`config.mk`:
```
export PLATFORM = sky130hd
export DESIGN_NAME = cpu_control_fsm
export DESIGN_NICKNAME = d
export VERILOG_FILES = /design/src/rtl/cpu_pkg.sv /design/src/rtl/cpu_ctrl_decode.sv /design/src/rtl/cpu_control_fsm.sv
export SDC_FILE = /design/constraint.sdc
export NUM_CORES = 1
export LEC_CHECK = 0
export ABC_AREA = 1
export CELL_PAD_IN_SITES_DETAIL_PLACEMENT = 0
export CELL_PAD_IN_SITES_GLOBAL_PLACEMENT = 1
export CORE_AREA = 3 3 57 85
export DETAILED_ROUTE_END_ITERATION = 8
export DIE_AREA = 0 0 60 88
export PLACE_DENSITY = 0.84
export REMOVE_ABC_BUFFERS = 1
export SLEW_MARGIN = 20
export SYNTH_ARGS = -nofsm -noshare
export SYNTH_HDL_FRONTEND = slang
export SYNTH_SLANG_ARGS = --single-unit
```
`constraint.sdc`:
```
create_clock -name clk -period 1.8 [get_ports clk]
set_input_delay 0.27 -clock clk [delete_from_list [all_inputs] [get_ports clk]]
set_output_delay 0.27 -clock clk [all_outputs]
set_load 0.01 [all_outputs]
```
`src/rtl/cpu_pkg.sv`:
```
// Shared types and constants for the 8-bit CPU control path.
// Covers instruction field layout, opcode encoding and the sequencer state set.
package cpu_pkg;

    localparam int unsigned INSN_W  = 8;
    localparam int unsigned OPC_W   = 3;
    localparam int unsigned REG_W   = 2;
    localparam int unsigned OPC_LSB = 5;
    localparam int unsigned RD_LSB  = 3;
    localparam int unsigned RS_LSB  = 1;

    // Opcodes 0-5 double as the result-mux select of the ALU datapath
    typedef enum logic [OPC_W-1:0] {
        OP_ALU0 = 3'd0,
        OP_ALU1 = 3'd1,
        OP_ALU2 = 3'd2,
        OP_ALU3 = 3'd3,
        OP_ALU4 = 3'd4,
        OP_ALU5 = 3'd5,
        OP_LDI  = 3'd6,
        OP_HLT  = 3'd7
    } opcode_e;

    typedef enum logic [1:0] {
        CLS_ALU = 2'd0,
        CLS_LDI = 2'd1,
        CLS_HLT = 2'd2
    } op_class_e;

    typedef enum logic [2:0] {
        ST_IDLE      = 3'd0,
        ST_FETCH     = 3'd1,
        ST_DECODE    = 3'd2,
        ST_EXEC      = 3'd3,
        ST_WB        = 3'd4,
        ST_IMM_FETCH = 3'd5,
        ST_IMM_LATCH = 3'd6,
        ST_HALT      = 3'd7
    } state_e;

endpackage

```
`src/rtl/cpu_ctrl_decode.sv`:
```
// Combinational instruction decoder: splits an instruction byte into
// opcode class, ALU select and register fields.
module cpu_ctrl_decode
    import cpu_pkg::*;
(
    input  logic [INSN_W-1:0] insn_i,
    output op_class_e         op_class_o,
    output logic [OPC_W-1:0]  alu_sel_o,
    output logic [REG_W-1:0]  rd_o,
    output logic [REG_W-1:0]  rs_o
);

    logic [OPC_W-1:0] opcode;
    logic             unused_bit0;

    assign opcode      = insn_i[OPC_LSB +: OPC_W];
    assign rd_o        = insn_i[RD_LSB +: REG_W];
    assign rs_o        = insn_i[RS_LSB +: REG_W];
    assign unused_bit0 = insn_i[0];

    // Non-ALU opcodes force the mux select back to 0
    always_comb begin
        op_class_o = CLS_ALU;
        alu_sel_o  = opcode;
        case (opcode)
            OP_LDI: begin
                op_class_o = CLS_LDI;
                alu_sel_o  = '0;
            end
            OP_HLT: begin
                op_class_o = CLS_HLT;
                alu_sel_o  = '0;
            end
            default: ;
        endcase
    end

endmodule

```
`src/rtl/cpu_control_fsm.sv`:
```
// Multi-cycle fetch/decode/execute/writeback sequencer for the 8-bit CPU.
// Outputs are Moore-decoded from the state, PC, IR and immediate registers.
module cpu_control_fsm
    import cpu_pkg::*;
#(
    parameter int unsigned     PC_W     = 8,
    parameter logic [PC_W-1:0] RESET_PC = '0
) (
    input  logic              clk,
    input  logic              rst,
    input  logic              run,
    output logic [PC_W-1:0]   mem_addr,
    output logic              mem_rd,
    input  logic [INSN_W-1:0] mem_rdata,
    output logic [OPC_W-1:0]  alu_sel,
    output logic [REG_W-1:0]  rf_raddr_a,
    output logic [REG_W-1:0]  rf_raddr_b,
    output logic [REG_W-1:0]  rf_waddr,
    output logic              rf_we,
    output logic              rf_wsrc,
    output logic [INSN_W-1:0] imm,
    output logic              busy,
    output logic              halted
);

    state_e            state_q, state_d;
    logic [PC_W-1:0]   pc_q, pc_d, pc_inc;
    logic [INSN_W-1:0] ir_q, ir_d;
    logic [INSN_W-1:0] imm_q, imm_d;
    logic [INSN_W-1:0] dec_insn;
    op_class_e         dec_class;
    logic [OPC_W-1:0]  dec_alu_sel;
    logic [REG_W-1:0]  dec_rd, dec_rs;

    assign pc_inc = pc_q + PC_W'(1);
    assign imm    = imm_q;

    // DECODE branches on the byte arriving from memory; every later state uses IR
    assign dec_insn = (state_q == ST_DECODE) ? mem_rdata : ir_q;

    cpu_ctrl_decode u_decode (
        .insn_i     (dec_insn),
        .op_class_o (dec_class),
        .alu_sel_o  (dec_alu_sel),
        .rd_o       (dec_rd),
        .rs_o       (dec_rs)
    );

    always_ff @(posedge clk or posedge rst) begin
        if (rst) begin
            state_q <= ST_IDLE;
            pc_q    <= RESET_PC;
            ir_q    <= '0;
            imm_q   <= '0;
        end else begin
            state_q <= state_d;
            pc_q    <= pc_d;
            ir_q    <= ir_d;
            imm_q   <= imm_d;
        end
    end

    always_comb begin
        state_d    = state_q;
        pc_d       = pc_q;
        ir_d       = ir_q;
        imm_d      = imm_q;
        mem_addr   = pc_q;
        mem_rd     = 1'b0;
        alu_sel    = '0;
        rf_raddr_a = '0;
        rf_raddr_b = '0;
        rf_waddr   = '0;
        rf_we      = 1'b0;
        rf_wsrc    = 1'b0;
        busy       = (state_q != ST_IDLE) && (state_q != ST_HALT);
        halted     = (state_q == ST_HALT);

        case (state_q)
            ST_IDLE: begin
                if (run) state_d = ST_FETCH;
            end
            ST_FETCH: begin
                mem_rd  = 1'b1;
                state_d = ST_DECODE;
            end
            ST_DECODE: begin
                ir_d = mem_rdata;
                case (dec_class)
                    CLS_ALU: state_d = ST_EXEC;
                    CLS_LDI: state_d = ST_IMM_FETCH;
                    default: state_d = ST_HALT;
                endcase
            end
            ST_EXEC: begin
                alu_sel    = dec_alu_sel;
                rf_raddr_a = dec_rd;
                rf_raddr_b = dec_rs;
                state_d    = ST_WB;
            end
            ST_IMM_FETCH: begin
                pc_d     = pc_inc;
                mem_rd   = 1'b1;
                mem_addr = pc_inc;
                state_d  = ST_IMM_LATCH;
            end
            ST_IMM_LATCH: begin
                imm_d   = mem_rdata;
                state_d = ST_WB;
            end
            ST_WB: begin
                alu_sel    = dec_alu_sel;
                rf_raddr_a = dec_rd;
                rf_raddr_b = dec_rs;
                rf_we      = 1'b1;
                rf_waddr   = dec_rd;
                rf_wsrc    = (dec_class == CLS_LDI);
                pc_d       = pc_inc;
                state_d    = run ? ST_FETCH : ST_IDLE;
            end
            ST_HALT: ;
            default: state_d = ST_IDLE;
        endcase
    end

endmodule

```
* After elaboration in Yosys (flattened, before gate mapping)
Index checks and enable logic that the tools add are counted.
** Word-level totals
- Input port bits :: 11
- Flip-flop bits (word level) :: 27
- Output and inout port bits :: 30
- Word-level logic and storage cells :: 44
** Operators by class
- Equal/unequal tests :: 12
- Reduce and logical (&&, ||, !) cells :: 11
- Add/subtract/negate cells :: 1
- Mux-type cells :: 15
** Operators by type and width (count)
- equality test 3 bit (second input constant) :: 6
- one-hot mux 3 bit (6 select lines) :: 1
- 2-to-1 mux 8 bit :: 2
- OR reduction 2 bit :: 5
- 2-to-1 mux 3 bit :: 3
- adder 8 x 1 -> 8 bit (second input constant) :: 1
- equality test 3 x 2 -> 1 bit (second input constant) :: 2
- 2-to-1 mux 2 bit :: 3
- one-hot mux 3 bit (2 select lines) :: 1
- nonzero test 6 bit :: 1
- 2-to-1 mux 1 bit :: 4
- one-hot mux 2 bit (2 select lines) :: 1
- equality test 3 x 1 -> 1 bit (second input constant) :: 1
- zero test 3 bit :: 1
- inequality test 3 bit (second input constant) :: 1
- nonzero test 3 bit :: 1
- equality test 2 x 1 -> 1 bit (second input constant) :: 1
- zero test 2 bit :: 1
- inequality test 2 bit (second input constant) :: 1
- AND reduction 2 bit :: 1
- logical AND 1 bit :: 1

* Logic depth before layout (Yosys ltp)
- Word-level depth :: 7
- Mapped depth :: 7
- Gate-level depth less buffers :: 7

* Cells and area by module
Synthesis repeated with hierarchy kept, for this count alone.
** Second synthesis, totals
- Cells, all modules :: 198
- Area, all modules :: 1471.4 um2
** By module, submodules not included
- cpu_control_fsm :: cells each 185, times used 1, area each 1406.3 um2, sequential area each 675.6 um2
- cpu_ctrl_decode :: cells each 13, times used 1, area each 65.1 um2, sequential area each 0.0 um2

* Worst setup path after synthesis
OpenSTA, ideal clock, no wires.
- Path type :: reg2out
- From :: reg state_q[1]
- To :: out alu_sel[2]
- Data required time :: 1.530 ns
- Path buffers :: 0
- Stages on the path, launching flop included :: 6
- Arrival time :: 1.279 ns
- Slack :: 0.251 ns
- Cells stage by stage :: dfrtp_1 inv_2 nand2_4 nor2_1 nor2_1 nor3_2
** On the way
- Longest elaborated chain between the ends :: 6
- Elaborated cells on any way between the ends :: 10
- Classes of those cells :: eq/ne (5); mux (3); reduce/logical (2)
** Ends and longest elaborated chain
- start: declaration :: RTL line cpu_control_fsm.sv:26 : state_e state_q, state_d;
- start signal: assignment :: RTL line cpu_control_fsm.sv:56 : state_q <= state_d;
- equality test 3 x 2 -> 1 bit :: RTL line cpu_control_fsm.sv:39 : assign dec_insn = (state_q == ST_DECODE) ? mem_rdata : ir_q;
- 2-to-1 mux 8 bit
- equality test 3 bit :: RTL line cpu_ctrl_decode.sv:25 : case (opcode)
- OR reduction 2 bit (no line)
- 2-to-1 mux 3 bit :: RTL line cpu_ctrl_decode.sv:25
- 2-to-1 mux 3 bit * :: RTL line cpu_control_fsm.sv:79 : case (state_q)
- end: declaration :: RTL line cpu_control_fsm.sv:15 : output logic [OPC_W-1:0] alu_sel,
Every way passes the cells marked *; elsewhere a longest branch is shown, timed or not.

* Worst setup path after layout
- From :: reg state_q[1]
- To :: out rf_raddr_a[1]
** On the way
- Longest elaborated chain between the ends :: 3
- Elaborated cells on any way between the ends :: 6
- Classes of those cells :: eq/ne (3); mux (2); reduce/logical (1)
** Ends and longest elaborated chain
- equality test 3 x 2 -> 1 bit, or another cell as far along :: RTL line cpu_control_fsm.sv:39
- 2-to-1 mux 8 bit / OR reduction 2 bit (equally long branches)
- 2-to-1 mux 2 bit * :: RTL line cpu_control_fsm.sv:79
- end: declaration :: RTL line cpu_control_fsm.sv:16 : output logic [REG_W-1:0] rf_raddr_a,
Marks and branches as above.

==> run summary <==
The detailed-route vias per instance came out at ~4.6. The synthesized cell area is 0.00140 mm^2. The arithmetic-cell share of the synthesized area counting full adders, half adders and majority gates came out at 0.00892. On the critical path, the stage with the largest delay is an instance of sky130_fd_sc_hd__dfrtp_1. The number of iterations in the first detailed-routing pass is 4. The via count of the first global-routing pass is 1441.

The number of enable flip-flop cells after synthesis came out at 0. The number of antenna-violating nets in the routed design is 0. The overall die area came out at ~0.0053 mm^2. The launching instance or port of the critical path is state_q[1]$_DFFE_PP0P_. The final reports fail on negative setup slack.

The standby leakage power is between 1 and 1.5 nW. The routed via count is between 1000 and 1500. The average wire per cell in the routed design is ~13 um. The site row count is 29. Port buffering added 40 buffers. The repair_antennas step left the layout with diodes totalling 0. The worst setup path is of the reg -> out kind. The wire length of the first global-routing pass came out at between 6000 and 7000 um.

The number of clock sinks is 26. The type of element capturing the critical path is an output pin. Traced cell by cell, the critical path runs through buf_6 > nand3_4 > inv_4 > or2_4 > o21ai_4 > nor2_1 > buf_2. The cell family contributing the most delay on the critical path is simple AND/OR/NAND/NOR gates. The worst slew margin relative to its limit is 0.776. After clock tree synthesis, the flow added hold-fix buffers numbering 0. The number of buffers added by the clock tree synthesis step is 3. After clock tree synthesis, the clock-pin slew on the worst setup and hold paths is about 90 ps. In this run the clock root is driven by a sky130_fd_sc_hd__clkbuf_8. Max-cap violations in this run came to 0. The minimum setup slack among reg-to-reg paths came out at ~260 ps.

The logic depth of the worst register-to-register path is 10. After global routing the overflow that remains totals 0. The pin count of the biggest net entering global routing came out at 27. The post-placement cell count is 278. The total DRC errors in the routed layout came out at 0. The critical path ends at rf_raddr_a[1]. The global-route usage over all layers is 0.159. The sequential cell area fraction in the yosys report came out at 0.464. Synthesis inferred 26 register bits. The number of H-tree levels came out at 1. After synthesis, the cell types taking the most area are sky130_fd_sc_hd__dfrtp_1, sky130_fd_sc_hd__nand2_1, sky130_fd_sc_hd__mux2_2, sky130_fd_sc_hd__inv_1, sky130_fd_sc_hd__nor2_1.

Relative to the synthesized area, the layout overhead comes to 66.5%. The flow ran to the end, but the final reports show violations. The largest driver fanout on the critical path came out at 6. The floorplan step set the die height to ~88 um. The final RePlAce weighted congestion is roughly 0.8.

The fraction of synthesized cell area in xor and xnor cells came out at 0.0303. The area fraction of the dominant cell type after synthesis is 0.464. The peak ir drop on the vdd network came out at 0.000725 V.

The cell type with the largest total area after synthesis is sky130_fd_sc_hd__dfrtp_1. Of the total synthesized cell area, the portion taken by AND, OR, NAND and NOR gates is 0.285. The yosys synthesis warning count came out at 0. For this run, the share of the core covered by cells in the final layout is 0.555.

The number of antenna violations at the first check in global routing is 0. The portion of synthesized area spent on multiplexers is 0.0562. The worst hold path belongs to the class in -> async. For the final database, setup skew stands at around 1.2 ps. The core area is 0.00421 mm^2.

The logic depth of the worst path, buffers included came out at 7. The critical path contains buffers and inverters numbering 3 combined. The reg-to-reg critical path startpoint is pc_q[0]$_DFFE_PP0N_.

The count of final max-slew check failures came out at 0. At the worst endpoint, the arrival time is 1580 ps. After routing, the total negative slack on setup checks comes to -141 ps. The synthesized area divided by synthesized cell count is between 8 and 9 um^2. The element type at the critical path start is a flip-flop. The maximum clock frequency came out at about 540 MHz. Summed over all layers, the routed wires come to just under 4000 um. The final net count came out at 265. The routed design could run at a clock period as short as 1850 ps. The CTS tree is built.

The complex-gate fraction of the synthesized area came out at 0.0847. The deepest clock path buffer count is 2. Summed over all nets, the half-perimeter wirelength after detailed placement is roughly 2600 um.

Of the cells placed in the final design, the portion with a size suffix greater than 1 is 0.456. The count of cell types in the netlist is 25. The total power after layout came out at about 1.2 mW.

The final non-filler cell total came out at 298. The endpoint identified for the worst register-to-register timing path is pc_q[6]$_DFFE_PP0N_. The ratio of final minimum period to clock period came out at 1.03. The slew of the pin with the lowest slew margin is ~340 ps. The main combinational cell family by area after synthesis is simple AND/OR/NAND/NOR gates.

The worst path required time came out at 1530 ps. Measured along the x axis, the die boundary spans ~60 um. The count of final setup violators came out at 6. The count of endpoints failing hold in the final timing report is 0. Among all flip-flop cells after synthesis, the most frequent one is sky130_fd_sc_hd__dfrtp_1.

The async set-or-reset flop fraction in the synthesized netlist is 1.00. For the worst-skew pair, the clock arrives at the later sink with an insertion delay of approximately 270 ps. The number of design-rule violations left by the first detailed-router iteration is 21. The starting density of the core came out at 0.333. The count of filler cells inserted in the layout came out at ~390. The number of cells produced by synthesis is 167.

The post-route worst setup slack is -46.3 ps. Setup repair after global routing could not meet its margin everywhere. The maximum cell stage delay along the critical path came out at between 400 and 500 ps. The power per standard cell area is about 500 mW/mm^2. Pin placement for this block handled between 40 and 50 I/O pins.
area by class of cell:
cell class                 count  area (um^2)  share of cell area
clock buffer                   3         41.3              0.0177
clock inverter                 1         30.0              0.0129
tap                           46         57.6              0.0246
multi-input combinational    116          796               0.341
inverter                      24          103              0.0439
sequential                    26          654               0.280
timing repair buffer          82          654               0.280
sequential cells by signal, summed over array words and instances (netlist names):
register and count:
imm 8, state_q 3, ir_q 7, pc_q 8
cell usage after synthesis, types with 2 or more instances:
cell type	instances
sky130_fd_sc_hd__nand2_1	45
sky130_fd_sc_hd__dfrtp_1	26
sky130_fd_sc_hd__inv_1	20
sky130_fd_sc_hd__nor2_1	18
sky130_fd_sc_hd__o21ai_0	13
sky130_fd_sc_hd__mux2_2	7
sky130_fd_sc_hd__nand3_1	6
sky130_fd_sc_hd__o21ai_2	4
sky130_fd_sc_hd__or2_1	4
sky130_fd_sc_hd__inv_2	3
sky130_fd_sc_hd__xor2_1	3
sky130_fd_sc_hd__nand2_2	2
sky130_fd_sc_hd__nand2_4	2
sky130_fd_sc_hd__nand4_1	2
sky130_fd_sc_hd__nor2_4	2
power by group:
| part | switching [mW] | internal, mW |
|---|---|---|
| combinational | 0.0294 | 0.0411 |
| clock | 0.194 | 0.298 |
| sequential | 0.00370 | 0.591 |
| total | 0.227 | 0.930 |
tightest hold or removal path, cell delays in order:
cell	delay [ps]
sky130_fd_sc_hd__clkdlybuf4s50_1	400
sky130_fd_sc_hd__inv_1	50
sky130_fd_sc_hd__buf_4	310
timing repair:
action                     in CTS  in global routing
setup endpoints to repair      22                 19
pin swaps                       8                 17
gates cloned                    0                  0
resized for setup             107                 27
hold endpoints to repair        0                  0
buffers inserted               13                  4
cell usage in the layout (no fill, tap or decap), types with 6 or more instances in the layout:
cell	synthesis	routed
sky130_fd_sc_hd__clkdlybuf4s50_1	0	18
sky130_fd_sc_hd__inv_1	20	17
sky130_fd_sc_hd__o21ai_0	13	8
sky130_fd_sc_hd__nor2_4	2	6
sky130_fd_sc_hd__buf_6	0	9
sky130_fd_sc_hd__buf_4	1	33
sky130_fd_sc_hd__nor2_1	18	12
sky130_fd_sc_hd__buf_2	0	17
sky130_fd_sc_hd__dfrtp_1	26	23
sky130_fd_sc_hd__nand2_1	45	39
sky130_fd_sc_hd__mux2_2	7	7
layer usage:
metal,vias to the layer above,part of all wire,track usage
met3,8,0.042,0.0251
met4,0,0.016,0.0544
met5,-,0,0
met1,630,0.35,0.170
li1,694,-,-
met2,34,0.59,0.303
how the worst min path moves through the flow:
stage	cells past startpoint	end
6_report	3	imm[0]$_DFFE_PP0N_
5_1_grt	3	imm[0]$_DFFE_PP0N_
4_1_cts	3	pc_q[5]$_DFFE_PP0N_
3_5_place_dp	2	imm[5]$_DFFE_PP0N_
3_3_place_gp	2	imm[5]$_DFFE_PP0N_
2_1_floorplan	1	imm[0]$_DFFE_PP0N_
per-stage QoR:
step           area, um^2  hold WS [ps]  worst slack, ps
2_1_floorplan        1400           310              196
3_3_place_gp         2050           469             -196
3_5_place_dp         2050           483             -183
4_1_cts              2250           357             -118
5_1_grt              2340           381             -119
6_report             2340           344            -46.3
logic make-up (layout without fill, tap and decap cells):
| group | count (synthesis) | count (layout) |
|---|---|---|
| AOI/OAI and AO/OA | 20 | 20 |
| xor gates and xnor gates | 4 | 4 |
| adders and majority gates | 1 | 1 |
| buffers and inverters | 25 | 110 |
| DFF | 26 | 26 |
| muxes | 7 | 7 |
| and+or+nand+nor | 84 | 84 |
Power figures use the tool's default switching activity.
